--- src/rtl/olo_intf_edge_event_queue.sv ---
// Edge-event recorder: per-channel edge detect, {seq, mask} entries queued in a register FIFO.
// Latency: edge at clock N shows on Out_Valid after edge N; full queue drops events (counted) unless popped that cycle.

module olo_intf_edge_event_queue_fifo #(
  parameter int Width_g = 8,
  parameter int Depth_g = 16
) (
  input  logic                       Clk,
  input  logic                       Rst,
  input  logic [Width_g-1:0]         In_Data,
  input  logic                       In_Valid,
  output logic                       In_Ready,
  output logic [Width_g-1:0]         Out_Data,
  output logic                       Out_Valid,
  input  logic                       Out_Ready,
  output logic [$clog2(Depth_g):0]   Level,
  output logic                       Full,
  output logic                       Empty
);

  localparam int AddrW = $clog2(Depth_g);
  localparam int LvlW  = AddrW + 1;
  localparam logic [LvlW-1:0] DepthLvl = LvlW'(Depth_g);

  logic [Width_g-1:0] mem [Depth_g];
  logic [AddrW-1:0]   wr_ptr;
  logic [AddrW-1:0]   rd_ptr;
  logic [LvlW-1:0]    level_r;
  logic               push;
  logic               pop;

  assign Empty     = (level_r == '0);
  assign Full      = (level_r == DepthLvl);
  assign Level     = level_r;
  assign Out_Valid = ~Empty;
  assign Out_Data  = mem[rd_ptr];

  // A pop in the same cycle frees the slot, so a full queue still accepts.
  assign In_Ready = ~Full | (Out_Valid & Out_Ready);
  assign push     = In_Valid & In_Ready;
  assign pop      = Out_Valid & Out_Ready;

  always_ff @(posedge Clk) begin
    if (push) begin
      mem[wr_ptr] <= In_Data;
    end
  end

  always_ff @(posedge Clk) begin
    if (Rst) begin
      wr_ptr  <= '0;
      rd_ptr  <= '0;
      level_r <= '0;
    end else begin
      if (push) begin
        wr_ptr <= wr_ptr + AddrW'(1);
      end
      if (pop) begin
        rd_ptr <= rd_ptr + AddrW'(1);
      end
      case ({push, pop})
        2'b10:   level_r <= level_r + LvlW'(1);
        2'b01:   level_r <= level_r - LvlW'(1);
        default: level_r <= level_r;
      endcase
    end
  end

endmodule

module olo_intf_edge_event_queue #(
  parameter int    Width_g    = 3,
  parameter string EdgeMode_g = "rising",
  parameter int    Depth_g    = 16,
  parameter int    SeqWidth_g = 8
) (
  input  logic                            Clk,
  input  logic                            Rst,
  input  logic [Width_g-1:0]              In_Data,
  output logic [SeqWidth_g+Width_g-1:0]   Out_Data,
  output logic                            Out_Valid,
  input  logic                            Out_Ready,
  output logic [$clog2(Depth_g):0]        Level,
  output logic                            Full,
  output logic                            Empty,
  output logic                            Overflow,
  output logic [15:0]                     DropCnt,
  input  logic                            ClrDrop
);

  typedef struct packed {
    logic [SeqWidth_g-1:0] seq;
    logic [Width_g-1:0]    mask;
  } entry_t;

  logic [Width_g-1:0]    last_r;
  logic                  primed_r;
  logic [SeqWidth_g-1:0] seq_r;
  logic                  overflow_r;
  logic [15:0]           drop_cnt_r;
  logic [Width_g-1:0]    edges;
  logic [Width_g-1:0]    mask;
  logic                  event_vld;
  logic                  fifo_in_rdy;
  logic                  drop;
  entry_t                push_entry;

  if (EdgeMode_g == "falling") begin : gen_falling
    assign edges = ~In_Data & last_r;
  end else if (EdgeMode_g == "both") begin : gen_both
    assign edges = In_Data ^ last_r;
  end else begin : gen_rising
    assign edges = In_Data & ~last_r;
  end

  // Until the first post-reset sample is in last_r, levels already high are not edges.
  assign mask      = primed_r ? edges : '0;
  assign event_vld = |mask;
  assign drop      = event_vld & ~fifo_in_rdy;

  assign push_entry.seq  = seq_r;
  assign push_entry.mask = mask;

  olo_intf_edge_event_queue_fifo #(
    .Width_g (SeqWidth_g + Width_g),
    .Depth_g (Depth_g)
  ) i_fifo (
    .Clk       (Clk),
    .Rst       (Rst),
    .In_Data   (push_entry),
    .In_Valid  (event_vld),
    .In_Ready  (fifo_in_rdy),
    .Out_Data  (Out_Data),
    .Out_Valid (Out_Valid),
    .Out_Ready (Out_Ready),
    .Level     (Level),
    .Full      (Full),
    .Empty     (Empty)
  );

  always_ff @(posedge Clk) begin
    if (Rst) begin
      last_r     <= '0;
      primed_r   <= 1'b0;
      seq_r      <= '0;
      overflow_r <= 1'b0;
      drop_cnt_r <= '0;
    end else begin
      last_r   <= In_Data;
      primed_r <= 1'b1;
      // Dropped events still consume a sequence number so the consumer sees the gap.
      if (event_vld) begin
        seq_r <= seq_r + SeqWidth_g'(1);
      end
      if (drop) begin
        overflow_r <= 1'b1;
        if (ClrDrop) begin
          drop_cnt_r <= 16'd1;
        end else if (drop_cnt_r != 16'hFFFF) begin
          drop_cnt_r <= drop_cnt_r + 16'd1;
        end
      end else if (ClrDrop) begin
        overflow_r <= 1'b0;
        drop_cnt_r <= '0;
      end
    end
  end

  assign Overflow = overflow_r;
  assign DropCnt  = drop_cnt_r;

endmodule

--- config.mk ---
export PLATFORM = sky130hd
export DESIGN_NAME = olo_intf_edge_event_queue
export DESIGN_NICKNAME = d
export VERILOG_FILES = /design/src/rtl/olo_intf_edge_event_queue.sv
export SDC_FILE = /design/constraint.sdc
export NUM_CORES = 1
export LEC_CHECK = 0
export ABC_AREA = 1
export BUFFER_PORTS_ARGS = -buffer_cell sky130_fd_sc_hd__buf_4
export CAP_MARGIN = 10
export CORE_ASPECT_RATIO = 1.75
export CORE_UTILIZATION = 63
export CTS_BUF_LIST = sky130_fd_sc_hd__clkbuf_4
export DETAILED_ROUTE_END_ITERATION = 6
export GPL_TIMING_DRIVEN = 1
export PLACE_DENSITY = 0.83
export RECOVER_POWER = 25
export SYNTH_ARGS = -nofsm -noshare
export SYNTH_HDL_FRONTEND = slang
export SYNTH_SLANG_ARGS = --single-unit
--- constraint.sdc ---
create_clock -name Clk -period 2.3 [get_ports Clk]
set_input_delay 0 -clock Clk [delete_from_list [all_inputs] [get_ports Clk]]
set_output_delay 0 -clock Clk [all_outputs]
set_load 0.03 [all_outputs]
==> results.json <==
{
  "critPathLaunchType": "flip-flop",
  "finClkSkew_ps": 59.9,
  "hold_viol": 0,
  "fin_crit_sh_pct": 97.2,
  "worst-endpoint-required_ps": 2300,
  "synth_top_area_share_pct": 57.0,
  "drt_wl_total_um": 21900,
  "netSwitchingPower_mw": 3.20,
  "clkTransAtPathRegs_ps": 70,
  "via_per_inst": 6.02,
  "num_vias": 6967,
  "drt_pre_antenna_iters": 5,
  "synth.area.top_cells": "edfxtp_1, dfxtp_1, nor2_1",
  "synth_cell_types": 33,
  "final_cell_mix": "edfxtp_1, nor2_1, o21ai_0",
  "worst_skew_pair.late_latency_ps": 630,
  "sw_frac_of_total_pct": 32.4,
  "setup_viol": 0,
  "synth_seq_area_share_pct": 66.9,
  "gp_congestion": 0.902,
  "drc_errors": 0,
  "row_count": 58,
  "cp.arrival_ps": 2240,
  "clk_path_buf_depth": 3,
  "cts_tree": "done",
  "critPathMaxStageDelay_ps": 420,
  "dieArea_sq_mm": 0.0152,
  "synthCells": 841,
  "regArea_sq_mm": 0.00621,
  "path_max_fanout": 44,
  "fin_nets": 959,
  "cts_sinks": 222,
  "tightestPinTransition_ps": 1010,
  "critPathKind": "flip-flop to output pin",
  "hold_slack_ps": 308,
  "antenna_found_initial": 1,
  "hold_path_class": "input port to flip-flop",
  "core_area_sq_mm": 0.0144,
  "dp_slack_ps": -17.5,
  "clock_power_share_pct": 28.0,
  "r2r_end": "i_fifo.Level[4]",
  "seq_power_share_pct": 46.4,
  "die_w_um": 93.7,
  "min_period_ps": 2240,
  "grt_pass1_wl_um": 34300,
  "dp_hpwl_um": 14000,
  "drt_iter0_markers": 677,
  "setup_slack_ps": 64.9,
  "ant_nets": 0,
  "fillers": 931,
  "rrSetupSlack_ps": 190,
  "post-synth-top-area-cell": "edfxtp_1",
  "leakagePower_nw": 3.98,
  "ys_ff_latch": 222,
  "crit_slowest_cell": "dfxtp_4",
  "grt_max_degree": 89,
  "grt_overflow_total": 0,
  "status": "finished, final reports clean",
  "worstHoldStart": "ClrDrop",
  "cp-end-kind": "output pin",
  "cts_buffers": 45,
  "wl_per_cell_um": 18.9,
  "die_y_um": 163,
  "cp_cell_sequence": "inv_2 -> buf_16 -> o21ai_1 -> o22ai_1 -> o211ai_1 -> nand2_1 -> buf_4",
  "maxCapViolations": 0,
  "holdPathStages": 5,
  "p_int_mw": 6.67,
  "htreeDepth": 2,
  "port_buffers": 42,
  "multiInputGateArea_sq_mm": 0.00270,
  "cts-root-buf": "clkbuf_4",
  "netlist_area_sq_mm": 0.00928,
  "drive_above_1_share_pct": 18.5,
  "max-vdd-ir-drop_uv": 856,
  "r2r_start": "i_fifo.Level[3]",
  "final_max_slew_viol_count": 0,
  "layout_commonest_cell": "edfxtp_1",
  "grt_pass1_vias": 7179,
  "power_frac_comb_pct": 25.7,
  "syn_avg_cell_area_sq_um": 11.0,
  "worstRegToRegCells": 12,
  "ioPinCount": 43,
  "max_freq_mhz": 447,
  "syn_to_final_growth_pct": 15.7,
  "initial_core_util_pct": 64.6,
  "ys.warnings.count": 0,
  "relSlewSlack_pct": 32.9,
  "grtUsageTotal_pct": 29.7,
  "syn_nets": 859,
  "powerDensity_mw_per_mm2": 919,
  "whs_endpoint": "DropCnt[5]"
}
==> power by group through the flow <==
| stage | clock network (mW) | logic [mW] | registers [mW] |
|---|---|---|---|
| after floorplan | 0 | 1.50 | 4.68 |
| after CTS | 2.80 | 2.40 | 4.55 |
| after detailed placement | 0 | 2.35 | 4.63 |
| final | 2.76 | 2.53 | 4.57 |
| after global routing | 3.00 | 2.73 | 4.59 |
| after global placement | 0 | 2.24 | 4.62 |
==> Yosys cell counts <==
cell      instances
a21o_1            1
a21oi_1          20
a21oi_2           7
and3_1            2
buf_12            1
buf_2             5
buf_4             1
clkbuf_1         33
clkinv_1          1
dfxtp_1          46
edfxtp_1        176
fa_1              1
ha_1             10
inv_1            63
nand2_1          86
nand2_2           7
nand2_4           1
nand3_1          36
nand3b_1          4
nand4_1          11
nand4_4           1
nor2_1          154
nor2_2            1
nor3_1            5
nor3_4            1
o211ai_1          9
o21ai_0         106
o21bai_1          1
o221ai_1         36
o22ai_1           8
or2_2             2
xnor2_1           1
xor2_1            4
==> worst max-delay path by stage <==
| stage | depth (start not counted) | end |
|---|---|---|
| floorplan | 13 | i_fifo.Level[4] |
| global placement | 13 | i_fifo.Level[4] |
| detailed placement | 13 | i_fifo.Level[4] |
| CTS | 6 | Out_Data[5] |
| global route | 7 | Out_Data[8] |
| finish | 7 | Out_Data[8] |
==> kinds of logic after synthesis <==
group	share of synthesized area (%)
compound gates	12.3
xor+xnor	0.472
fa+ha+maj	1.56
buf+inv	4.49
flops	66.9
simple gates	14.3
==> area by class of cell <==
cell class	instances	share of cell area, %
Inverter	64	2.31
Clock inverter	21	1.07
Tap cell	180	2.10
Antenna cell	1	0.0233
Multi-Input combinational cell	515	25.1
Clock buffer	61	4.27
Sequential cell	222	57.9
Timing Repair Buffer	93	7.20
==> registers in the layout, summed over array words and instances (netlist names), named ones only <==
name and cells:
i_fifo.Level 5, i_fifo.rd_ptr 4, Overflow 1, i_fifo.mem 176, last_r 3, primed_r 1, seq_r 8, DropCnt 16
i_fifo.wr_ptr 4
==> repair_timing <==
action | in CTS | in global routing
setup buffers | 2 | 0
pin swaps | 2 | 4
endpoints found under the hold margin | 30 | 0
endpoints found under the setup margin | 8 | 9
resized for setup | 5 | 22
gates cloned | 0 | 1
hold buffers | 9 | 0
==> metrics by stage <==
stage          utilization (%)  total power, mW  TNS [ps]  std cells  instance area, sq um
6_report                  74.7             9.87         0       1157                 10700
5_1_grt                   74.7             10.3     -6.62       1157                 10700
4_1_cts                   74.2             9.75         0       1155                 10700
3_5_place_dp              69.4             6.98     -17.5       1062                  9970
3_3_place_gp              69.4             6.86         0       1062                  9970
2_1_floorplan                -             6.18         0        841                  9290
==> critical path: cells and delay by family (launching register included) <==
kind	cells	cell delay, ps
buf+inv	3	480
simple gates	1	150
flops	1	420
compound gates	3	570
==> routing by layer <==
layer | vias to the layer above | track usage, % | share of wire [%]
li1 | 3218 | - | -
met1 | 3278 | 31.1 | 33
met2 | 391 | 54.7 | 55
met4 | 0 | 17.1 | 4.9
met5 | - | 0 | 0
met3 | 80 | 4.72 | 7.2
Note: power is estimated with default switching activity, not from simulation.
